**src/rtl/uart_ctrl_pkg.sv**
```systemverilog
// Shared types and frame-timing helpers for the UART TX scheduler and the UART instance.
package uart_ctrl_pkg;

    typedef enum logic [1:0] {
        IDLE  = 2'd0,
        PULSE = 2'd1,
        WAIT  = 2'd2
    } tx_state_t;

    function automatic int bps_cnt(input int clk_freq, input int uart_bps);
        return clk_freq / uart_bps;
    endfunction

    // One start, eight data and one stop bit, plus an idle guard gap.
    function automatic int frame_cyc(input int bps, input int guard_cyc);
        return 10 * bps + guard_cyc;
    endfunction

endpackage

```
**src/rtl/rr_arb2.sv**
```systemverilog
// Two-way round-robin grant: a lone requester wins, on contention the one not served last wins.
module rr_arb2 (
    input  logic [1:0] valid,
    input  logic       last_grant,
    output logic [1:0] grant
);

    assign grant[0] = valid[0] & (~valid[1] | last_grant);
    assign grant[1] = valid[1] & (~valid[0] | ~last_grant);

endmodule

```
**src/rtl/uart_tx_sched.sv**
```systemverilog
// Shares one UART between CPU (0) and debug (1) senders with timer-paced frames, and
// converts the UART's receive-done level into an acked one-deep holding register.
module uart_tx_sched
    import uart_ctrl_pkg::*;
#(
    parameter int CLK_FREQ  = 50000000,
    parameter int UART_BPS  = 115200,
    parameter int PULSE_CYC = 4,
    parameter int GUARD_CYC = 8
) (
    input  logic       clk,
    input  logic       resetn,
    input  logic       req0_valid,
    input  logic [7:0] req0_data,
    output logic       req0_ready,
    input  logic       req1_valid,
    input  logic [7:0] req1_data,
    output logic       req1_ready,
    output logic       uart_send_en,
    output logic [7:0] uart_din,
    output logic       tx_busy,
    input  logic       rx_done_i,
    input  logic [7:0] rx_byte_i,
    output logic       rx_valid,
    output logic [7:0] rx_data,
    input  logic       rx_ack,
    output logic       rx_overrun,
    input  logic       rx_overrun_clr
);

    localparam int BPS_CNT   = bps_cnt(CLK_FREQ, UART_BPS);
    localparam int FRAME_CYC = frame_cyc(BPS_CNT, GUARD_CYC);
    localparam logic [15:0] PULSE_LAST = 16'(PULSE_CYC - 1);
    localparam logic [15:0] FRAME_LAST = 16'(FRAME_CYC - 1);

    if (FRAME_CYC >= 65536 || PULSE_CYC < 3 || PULSE_CYC >= FRAME_CYC) begin : g_bad_cfg
        $error("uart_tx_sched: FRAME_CYC must be < 65536 and PULSE_CYC in [3, FRAME_CYC)");
    end

    tx_state_t   state;
    logic [15:0] timer;
    logic        last_grant;
    logic [1:0]  grant;

    rr_arb2 u_arb (
        .valid      ({req1_valid, req0_valid}),
        .last_grant (last_grant),
        .grant      (grant)
    );

    assign req0_ready = grant[0] & (state == IDLE);
    assign req1_ready = grant[1] & (state == IDLE);
    assign tx_busy    = (state != IDLE);

    // Reset lands in WAIT so a frame the UART may still be shifting out is allowed to finish.
    always_ff @(posedge clk or negedge resetn) begin
        if (!resetn) begin
            state        <= WAIT;
            timer        <= '0;
            uart_send_en <= 1'b0;
            uart_din     <= '0;
            last_grant   <= 1'b1;
        end else begin
            case (state)
                IDLE: begin
                    if (|grant) begin
                        uart_din     <= grant[1] ? req1_data : req0_data;
                        last_grant   <= grant[1];
                        timer        <= '0;
                        uart_send_en <= 1'b1;
                        state        <= PULSE;
                    end
                end
                PULSE: begin
                    timer <= timer + 16'd1;
                    if (timer == PULSE_LAST) begin
                        uart_send_en <= 1'b0;
                        state        <= WAIT;
                    end
                end
                WAIT: begin
                    timer <= timer + 16'd1;
                    if (timer == FRAME_LAST) state <= IDLE;
                end
                default: begin
                    uart_send_en <= 1'b0;
                    timer        <= '0;
                    state        <= WAIT;
                end
            endcase
        end
    end

    logic done_d;
    logic strobe;
    logic drop;

    assign strobe = rx_done_i & ~done_d;
    assign drop   = strobe & rx_valid & ~rx_ack;

    always_ff @(posedge clk or negedge resetn) begin
        if (!resetn) begin
            done_d     <= 1'b0;
            rx_valid   <= 1'b0;
            rx_data    <= '0;
            rx_overrun <= 1'b0;
        end else begin
            done_d <= rx_done_i;
            if (strobe && !drop) begin
                rx_data  <= rx_byte_i;
                rx_valid <= 1'b1;
            end else if (!strobe && rx_ack) begin
                rx_valid <= 1'b0;
            end
            // A drop in the same cycle as a clear keeps the flag set.
            if (drop)
                rx_overrun <= 1'b1;
            else if (rx_overrun_clr)
                rx_overrun <= 1'b0;
        end
    end

endmodule

```
**config.mk**
```make
export PLATFORM = sky130hd
export DESIGN_NAME = uart_tx_sched
export DESIGN_NICKNAME = d
export VERILOG_FILES = /design/src/rtl/uart_ctrl_pkg.sv /design/src/rtl/rr_arb2.sv /design/src/rtl/uart_tx_sched.sv
export SDC_FILE = /design/constraint.sdc
export NUM_CORES = 1
export LEC_CHECK = 0
export ABC_AREA = 0
export CAP_MARGIN = 30
export CORE_AREA = 2 2 75 95
export CTS_CLUSTER_SIZE = 20
export DETAILED_ROUTE_END_ITERATION = 12
export DIE_AREA = 0 0 77 97
export SYNTH_ARGS = -nofsm -noshare
export SYNTH_HDL_FRONTEND = slang
export SYNTH_SLANG_ARGS = --single-unit
```
**constraint.sdc**
```tcl
create_clock -name clk -period 2.7 [get_ports clk]
set_clock_uncertainty 0.1 [all_clocks]
set_input_delay 0.54 -clock clk [delete_from_list [all_inputs] [get_ports clk]]
set_output_delay 0.54 -clock clk [all_outputs]
set_load 0.02 [all_outputs]
```
After elaboration in Yosys (flattened, before gate mapping)
Cells that the tools add are included.
{"block": "word_totals", "out_inout_bits": 22, "ff_bits": 39, "memories": 0, "ramBits": 0, "rom_bits": 0, "word_cells": 59, "inputBits": 31, "latch_bits": 0}
{"block": "classes", "n_eq_ne": 7, "add_sub_neg": 1, "order_cmp": 0, "mux": 14, "shifts": 0, "mul": 0, "n_reduce_logical": 13, "n_div": 0, "bitwise": 15}
{"operator": "one-hot mux 16 bit (2 select lines)", "count": 1}
{"operator": "adder 16 x 1 -> 16 bit (second input constant)", "count": 1}
{"operator": "equality test 16 x 13 -> 1 bit (second input constant)", "count": 1}
{"operator": "equality test 16 x 2 -> 1 bit (second input constant)", "count": 1}
{"operator": "two-way mux 16 bit", "count": 1}
{"operator": "two-way mux 8 bit", "count": 1}
{"operator": "bitwise AND 1 bit", "count": 7}
{"operator": "two-way mux 1 bit", "count": 6}
{"operator": "two-way mux 2 bit", "count": 3}
{"operator": "inverter 1 bit", "count": 6}
{"operator": "one-hot mux 2 bit (3 select lines)", "count": 1}
{"operator": "AND reduction 3 bit", "count": 2}
{"operator": "nonzero test 2 bit", "count": 3}
{"operator": "inequality test 2 bit (second input constant)", "count": 2}
{"operator": "OR reduction 2 bit", "count": 2}
{"operator": "one-hot mux 1 bit (3 select lines)", "count": 1}
{"operator": "equality test 2 x 1 -> 1 bit (second input constant)", "count": 1}
{"operator": "equality test 2 bit (second input constant)", "count": 1}
{"operator": "logical AND 1 bit", "count": 2}
{"operator": "zero test 1 bit", "count": 2}
{"operator": "zero test 2 bit", "count": 1}
{"operator": "inequality test 2 x 1 -> 1 bit (second input constant)", "count": 1}
{"operator": "bitwise OR 1 bit", "count": 2}
{"operator": "AND reduction 2 bit", "count": 1}

Longest topological paths before layout
Gate-level depths: netlist (run 1).
{"block": "logic_depth", "word_depth": 7, "ltp_mapped": 9, "depth_no_buf": 7}

Hierarchy
From an unflattened synthesis (run 1), not the netlist that was laid out.
{"block": "hier_totals", "hier_cells": 192, "hier_area_um2": 1954.4}
{"module": "uart_tx_sched", "seq_area_each_um2": 978.4, "cells_each": 189, "area_each_um2": 1935.6, "n_inst": 1}
{"module": "rr_arb2", "seq_area_each_um2": 0.0, "cells_each": 3, "area_each_um2": 18.8, "n_inst": 1}

Least setup slack after synthesis (run 1)
OpenSTA, ideal clock, no wires.
{"block": "synth_timing", "kind": "flip-flop to flip-flop", "startpoint": "register state[1]", "endpoint": "register timer[5]", "arrival_ns": 1.754, "path_slack_ns": 0.714, "path_buffers": 1, "setup_time_ns": 0.132, "t_required_ns": 2.468, "synth_period_minus_slack_ns": 1.986, "path_stages_with_launch": 9, "cell_sequence": "dfstp_2 -> inv_1 -> ha_1 -> buf_4 -> nor3b_2 -> nor2_1 -> and3_2 -> xnor2_1 -> nor2_1"}
{"block": "synth_between", "elab_chain_cells": 3, "word_cells_on_any_way": 6, "classes_between": "3 x eq/ne; 1 x mux; 2 x reduce/logical"}
{"item": "from (decl)", "line_no": "uart_tx_sched.sv:40", "rtl": "tx_state_t state;"}
{"item": "from (signal assigned)", "line_no": "uart_tx_sched.sv:58", "rtl": "state <= WAIT;"}
{"item": "from (signal assigned)", "line_no": "uart_tx_sched.sv:71", "rtl": "state <= PULSE;"}
{"item": "from (signal assigned)", "line_no": "uart_tx_sched.sv:78", "rtl": "state <= WAIT;"}
{"item": "equality test 2 bit / equality test 2 x 1 -> 1 bit (equally long branches)", "line_no": "uart_tx_sched.sv:64", "rtl": "case (state)"}
{"item": "OR reduction 2 bit (no source line)"}
{"item": "one-hot mux 16 bit (2 select lines)", "line_no": "uart_tx_sched.sv:64"}
{"item": "to (signal assigned)", "line_no": "uart_tx_sched.sv:75", "rtl": "timer <= timer + 16'd1;"}
{"item": "to (signal assigned)", "line_no": "uart_tx_sched.sv:82", "rtl": "timer <= timer + 16'd1;"}
{"item": "to (decl)", "line_no": "uart_tx_sched.sv:41", "rtl": "logic [15:0] timer;"}
Parallel ways exist; a longest one is shown, timed or not.
A chain may end at the register's enable or synchronous reset.

Worst setup path after layout (run 1)
{"block": "layout_timing", "startpoint": "input port req1_valid", "endpoint": "output port req1_ready"}
{"block": "layout_between", "elab_chain_cells": 2}
{"item": "from (decl)", "line_no": "uart_tx_sched.sv:16", "rtl": "input logic req1_valid,"}
{"item": "bitwise AND 1 bit", "line_no": "rr_arb2.sv:9", "rtl": "assign grant[1] = valid[1] & (~valid[0] | ~last_grant);"}
{"item": "bitwise AND 1 bit", "line_no": "uart_tx_sched.sv:52", "rtl": "assign req1_ready = grant[1] & (state == IDLE);"}
{"item": "to (decl)", "line_no": "uart_tx_sched.sv:18", "rtl": "output logic req1_ready,"}
Every way passes these cells.

==> results of run 1 <==
-- power by group through the flow --
stage / Clock [mW] / Sequential (mW) / Combinational, mW
after global placement: 0 / 0.817 / 0.922
after floorplan: 0 / 0.923 / 0.437
after global routing: 0.546 / 0.832 / 1.01
final: 0.504 / 0.809 / 0.920
after CTS: 0.522 / 0.812 / 0.934
after detailed placement: 0 / 0.822 / 0.934
-- synthesized netlist by cell type, types with 2 or more instances --
cell type	number	share of area, %
a21oi_1	4	1.0
buf_2	2	0.52
mux2_2	9	5.3
clkbuf_1	3	0.59
dfrtp_1	37	48
and3_1	2	0.65
and3_2	2	0.79
dfstp_2	2	2.7
mux2i_1	8	4.2
xor2_1	6	2.7
inv_1	8	1.6
nand2b_1	2	0.65
or3_1	2	0.65
ha_1	5	3.3
o21ai_0	13	3.4
and2_1	2	0.65
buf_4	2	0.79
xnor2_1	5	2.3
nand2_1	17	3.3
nor2_1	14	2.7
nand4_1	5	1.6
nor3_1	4	1.0
nor2b_1	3	0.98
nand3_1	5	1.3
-- sequential cells by signal, summed over array words and instances (netlist names) --
register / cells
last_grant: 1
done_d: 1
uart_din: 8
rx_data: 8
rx_valid: 1
uart_send_en: 1
rx_overrun: 1
timer: 16
state: 2
-- worst register-to-register path, cell delays in order, from the launching register on --
cell     delay [ns]
dfstp_2        0.54
inv_1          0.07
ha_2           0.23
nor3b_2        0.18
nor2_1         0.44
and3_2         0.28
xnor2_1        0.11
nor2_1         0.05
-- through the flow --
step / instances / setup WS (ns) / utilization [%] / instance area (um^2) / hold WS [ns]
6_report: 326 / 0.1164 / 40.97 / 2673 / 0.2502
5_1_grt: 326 / 0.01551 / 40.97 / 2673 / 0.3237
4_1_cts: 326 / 0.08764 / 40.93 / 2670 / 0.2860
3_5_place_dp: 318 / 0.1102 / 39.13 / 2552 / 0.3694
3_3_place_gp: 318 / 0.1386 / 39.13 / 2552 / 0.3615
2_1_floorplan: 179 / 0.7143 / - / 1912 / 0.1444
-- final cells by class --
cell class / count / area, um^2 / area share, %
clock buffer: 6 / 82.58 / 3.090
tap: 87 / 108.9 / 4.073
inverter: 8 / 30.03 / 1.124
timing repair buffer: 59 / 568.0 / 21.25
multi-input combinational: 125 / 869.6 / 32.54
sequential: 39 / 978.4 / 36.61
clock inverter: 2 / 35.03 / 1.311
-- cell families (layout without fill, tap and decap cells) --
family | Yosys count | in the layout
AOI/OAI and AO/OA | 24 | 24
xor gates and xnor gates | 11 | 11
adders and majority gates | 5 | 5
buffers and inverters | 15 | 75
DFF | 39 | 39
muxes | 18 | 18
and+or+nand+nor | 67 | 67
-- worst max-delay path by stage --
| stage | start | slack [ns] | endpoint | depth (start not counted) |
|---|---|---|---|---|
| after floorplan | state[1]$_DFFE_PN1P_ | 0.71 | timer[5]$_DFFE_PN0P_ | 8 |
| after global placement | req1_valid | 0.14 | req1_ready | 4 |
| after detailed placement | req1_valid | 0.11 | req1_ready | 4 |
| after CTS | state[0]$_DFFE_PN0P_ | 0.09 | req0_ready | 5 |
| after global routing | req1_valid | 0.02 | req1_ready | 4 |
| final | req1_valid | 0.12 | req1_ready | 4 |
-- per-layer routing --
layer	up-vias	wire length, um
met5	-	0
met4	0	72
met3	6	227
met2	39	1864
met1	693	1635
li1	731	-
==> flow_summary.json, run 1 <==
{
  "status": "finished, final reports clean",
  "hold_buffers": 0,
  "vias": 1469,
  "critical_path.slowest_cell": "clkdlybuf4s50_1",
  "clock_latency_ns": 0.29,
  "drt-wirelength-per-cell_um": 11.65,
  "n_antenna_cell": 0,
  "synth_compound_area_share_pct": 7.134,
  "leakage_nw": 1.150,
  "ys.flop_type": "dfrtp_1",
  "r2r.worst_path.cells": 7,
  "clk_pin_slew_ns": 0.08,
  "hpwl_mm": 2.819,
  "min_period_ns": 2.584,
  "critPathLaunchType": "input port",
  "synth_area_per_cell_um2": 10.68,
  "grt_overflow": 0,
  "grt_max_degree": 40,
  "crit_buf_inv": 2,
  "clock_power_share_pct": 22.6,
  "met1_usage_pct": 12.89,
  "die_x_um": 77,
  "grt_pass1_vias": 1438,
  "fmax_ghz": 0.3871,
  "p_switching_mw": 0.7507,
  "synthAdderAreaFrac_pct": 3.272,
  "drive_gt1_share_pct": 16.32,
  "synth_edf_count": 0,
  "layout_common_cells": "clkdlybuf4s50_1 (51), dfrtp_1 (37), nand2_1 (17), nor2_1 (14), o21ai_0 (13)",
  "post_cts_resized": 0,
  "numClockSinks": 39,
  "p_total_mw": 2.234,
  "syn_nets": 215,
  "busiest_layer": "met2",
  "min_path_type": "in -> async",
  "coreArea_um2": 6524,
  "cp_max_fo": 2,
  "relSlewSlack_pct": 43.78,
  "synth-xor-area-share_pct": 5.039,
  "syn-cell-area_um2": 1912,
  "r2r-start": "state[1]$_DFFE_PN1P_",
  "ctsHtreeMaxLevel": 2,
  "cp_top_family": "buffers and inverters",
  "rsz0062_at_grt": "false",
  "final_common_cell": "clkdlybuf4s50_1",
  "finalMaxSlewViolations": 0,
  "yosys_warnings": 0,
  "critPathMostFrequentCell": "clkdlybuf4s50_1",
  "ys_ff_latch": 39,
  "cts_tree": "yes",
  "std_cell_rows": 33,
  "cp_data_required_time_ns": 2.06,
  "die_y_um": 97,
  "nets": 274,
  "met3_usage_pct": 3.545,
  "ir_drop_v": 0.0002599,
  "globalRouteTotalUtil_pct": 10.89,
  "drt-initial-drc-count": 40,
  "path_class": "in -> out",
  "drv_cap": 0,
  "async_flop_share_pct": 100.0,
  "root_buffer": "clkbuf_8",
  "postRouteWirelength_mm": 3.799,
  "post-cts-setup-buffers": 0,
  "p_per_area_nw_per_um2": 835.8,
  "r2r-end": "timer[5]$_DFFE_PN0P_",
  "port_buffers": 52,
  "cts.path.max_buffers": 2,
  "fillers": 675,
  "cp_cell_sequence": "clkdlybuf4s50_1 -> a21boi_1 -> and2_1 -> clkdlybuf4s50_1",
  "endpoint_kind": "output port",
  "syn2layout_area_growth_pct": 39.79,
  "grt_pass1_wl_mm": 6.575,
  "synth_top_family_by_area": "simple AND/OR/NAND/NOR gates",
  "finalSetupTns_ns": 0,
  "tritoncts.num_buffers": 5,
  "p_sw_share_pct": 33.61,
  "critPathMaxStageDelay_ns": 0.59,
  "start_util_pct": 29.31,
  "ant_nets": 0,
  "synth_cell_types": 41,
  "synthMuxAreaShare_pct": 10.27,
  "antenna_found_initial": 0,
  "tightest_slew_ns": 0.8434,
  "drtPass1Iterations": 4,
  "drc_errors": 0,
  "synthSimpleGateAreaFrac_pct": 19.63,
  "num_io_pins": 53,
  "dieArea_um2": 7469,
  "p_int_mw": 1.483,
  "finalSetupViolCount": 0,
  "via_per_inst": 4.506,
  "synth-seq-area-share_pct": 51.18,
  "final_hold_viol_count": 0,
  "r2r_setup_slack_ns": 0.59,
  "combPwrFrac_pct": 41.2,
  "met2_usage_pct": 18.08,
  "seqPwrFrac_pct": 36.2,
  "place.gp.congestion": 0.7250,
  "cp_data_arrival_time_ns": 1.94,
  "syn_inst": 179,
  "period_share_pct": 95.69
}
Note: power is estimated with default switching activity, not from simulation.
==> inputs of run 2 (changes only) <==
ABC_AREA = 1   (was 0)
CORE_AREA = 2 2 77 98   (was 2 2 75 95)
DIE_AREA = 0 0 79 100   (was 0 0 77 97)
SKIP_CTS_REPAIR_TIMING = 1   (was default)
==> flow_summary.json, run 2 <==
{
  "syn_inst": 253,
  "cp.depth": 4,
  "drtPass1Iterations": 6,
  "synth_edf_count": 0,
  "rsz0062_at_grt": "false",
  "place.gp.congestion": 0.7486,
  "syn2layout_area_growth_pct": 35.91,
  "die_x_um": 79,
  "min_path_type": "in -> async",
  "ys_top_cells_by_count": "nand2_1 (59), dfrtp_1 (37), nor2_1 (30)",
  "cp_data_arrival_time_ns": 1.89,
  "largest_reg_flops": 16,
  "grt_pass1_vias": 1803,
  "cp_max_fo": 5,
  "final_common_cell": "nand2_1",
  "synth_top_area_cell": "dfrtp_1",
  "min_period_ns": 2.531,
  "clock_latency_ns": 0.29,
  "syn-cell-area_um2": 2042,
  "path_class": "reg -> out",
  "drive_gt1_share_pct": 10.19,
  "fmax_ghz": 0.3951,
  "layout_common_cells": "nand2_1 (59), clkdlybuf4s50_1 (50), dfrtp_1 (37), nor2_1 (30), inv_1 (28)",
  "drv_cap": 0,
  "cts_tree": "yes",
  "drt-initial-drc-count": 69,
  "crit_buf_inv": 3,
  "fillers": 764,
  "yosys_warnings": 0,
  "antenna_found_initial": 0,
  "cp_cell_sequence": "inv_1 -> ha_2 -> inv_1 -> clkdlybuf4s50_1",
  "die_y_um": 100,
  "grt_max_degree": 40,
  "finalMaxSlewViolations": 0,
  "dieArea_um2": 7900,
  "root_buffer": "clkbuf_8",
  "cp_data_required_time_ns": 2.06,
  "port_buffers": 52,
  "hpwl_mm": 3.401,
  "ant_nets": 0,
  "async_flop_share_pct": 100.0,
  "ir_drop_v": 0.0004424,
  "ys.flop_type": "dfrtp_1",
  "top_register": "timer",
  "fin_ws_ns": 0.1690,
  "drt-wirelength-per-cell_um": 11.12,
  "n_antenna_cell": 0,
  "status": "finished, final reports clean",
  "r2r-start": "state[1]$_DFFE_PN1P_",
  "tritoncts.num_buffers": 5,
  "reg_top3": "timer x16, rx_data x8, uart_din x8",
  "grt_pass1_wl_mm": 7.893,
  "critPathMaxStageDelay_ns": 0.62,
  "tightest_slew_ns": 0.8788,
  "postRouteWirelength_mm": 4.516,
  "leakage_nw": 1.256,
  "critPathLaunchType": "flip-flop",
  "met1_usage_pct": 14.95,
  "vias": 1826,
  "start_util_pct": 28.78,
  "p_per_area_nw_per_um2": 790.8,
  "num_io_pins": 53,
  "numClockSinks": 39,
  "nets": 349,
  "ys_ff_latch": 39,
  "r2r.worst_path.cells": 8,
  "yosys-top-cells-area": "dfrtp_1 (45%), nand2_1 (11%), nand3_1 (6.4%)",
  "critical_path.slowest_cell": "clkdlybuf4s50_1",
  "regArea_um2": 978.4,
  "multi_input_area_um2": 935.9,
  "r2r-end": "timer[6]$_DFFE_PN0P_",
  "drc_errors": 0,
  "period_share_pct": 93.74,
  "synth_cell_types": 27,
  "r2r_setup_slack_ns": 0.88,
  "clk_pin_slew_ns": 0.08,
  "met2_usage_pct": 21.19,
  "met3_usage_pct": 3.417,
  "p_total_mw": 2.195,
  "cts.path.max_buffers": 2,
  "cp_top_family": "buffers and inverters",
  "pre_cts_slack_ns": 0.04470,
  "finalSetupViolCount": 0,
  "syn_nets": 289,
  "finalSetupTns_ns": 0,
  "relSlewSlack_pct": 41.41,
  "busiest_layer": "met2",
  "synth_area_per_cell_um2": 8.071,
  "via_per_inst": 4.498,
  "synth-seq-area-share_pct": 47.92,
  "endpoint_kind": "output port",
  "std_cell_rows": 35,
  "holdWs_ns": 0.2525,
  "yosysTopAreaCellShare_pct": 45.34,
  "coreArea_um2": 7094,
  "grt_overflow": 0,
  "critPathMostFrequentCell": "inv_1",
  "globalRouteTotalUtil_pct": 12.32,
  "ctsHtreeMaxLevel": 2,
  "yosysMostFrequentCell": "nand2_1",
  "final_hold_viol_count": 0,
  "post-route-util_pct": 39.12
}
[run 2: cell types whose count changed after synthesis, moves of 8 or more]
cell and delta:
nor2_1 +16, mux2i_1 -8, nand2_1 +42, a31oi_1 +8
nand3_1 +21, mux2_2 -9, inv_1 +20
[run 2: power breakdown]
group | total [mW] | internal, mW | switching, mW
logic | 0.998 | 0.423 | 0.575
clock network | 0.388 | 0.181 | 0.208
registers | 0.808 | 0.729 | 0.0794
total | 2.19 | 1.33 | 0.862
[run 2: stage by stage]
stage,instance area (um^2),std cells
after floorplan,2042,253
after global placement,2685,398
after detailed placement,2685,398
after CTS,2770,406
after global routing,2775,406
final,2775,406
[run 2: layout make-up]
cell class	count	share of cell area, %
Timing Repair Buffer	56	19.75
Multi-Input combinational cell	181	33.72
Inverter	30	4.058
Clock buffer	6	2.615
Clock inverter	2	0.4509
Tap cell	92	4.148
Sequential cell	39	35.26
[run 2: logic make-up (layout without fill, tap and decap cells)]
family          Yosys count  in the layout  share of synthesized area [%]
buf+inv                  33             94                          6.373
compound gates           29             29                          7.966
fa+ha+maj                 5              5                          3.064
flops                    39             39                          47.92
simple gates            146            146                          34.25
xor+xnor                  1              1                         0.4290
[run 2: worst register-to-register path, delay by kind of cell, from the launching register on]
kind | cells | cell delay (ns)
simple gates | 2 | 0.37
flops | 1 | 0.55
compound gates | 2 | 0.18
fa+ha+maj | 1 | 0.21
buf+inv | 3 | 0.31
[run 2: how the worst max path moves through the flow]
stage | endpoint | start | slack (ns)
finish | tx_busy | state[1]$_DFFE_PN1P_ | 0.17
global route | req1_ready | state[0]$_DFFE_PN0P_ | 0.07
CTS | req0_ready | state[0]$_DFFE_PN0P_ | -0.17
detailed placement | req0_ready | req0_valid | 0.04
global placement | req0_ready | req0_valid | 0.09
floorplan | req0_ready | state[0]$_DFFE_PN0P_ | 0.53
[run 2: routing by layer]
metal | vias up | routed length (um)
li1 | 946 | -
met1 | 842 | 1965
met3 | 7 | 172
met5 | - | 0
met4 | 0 | 57
met2 | 31 | 2320
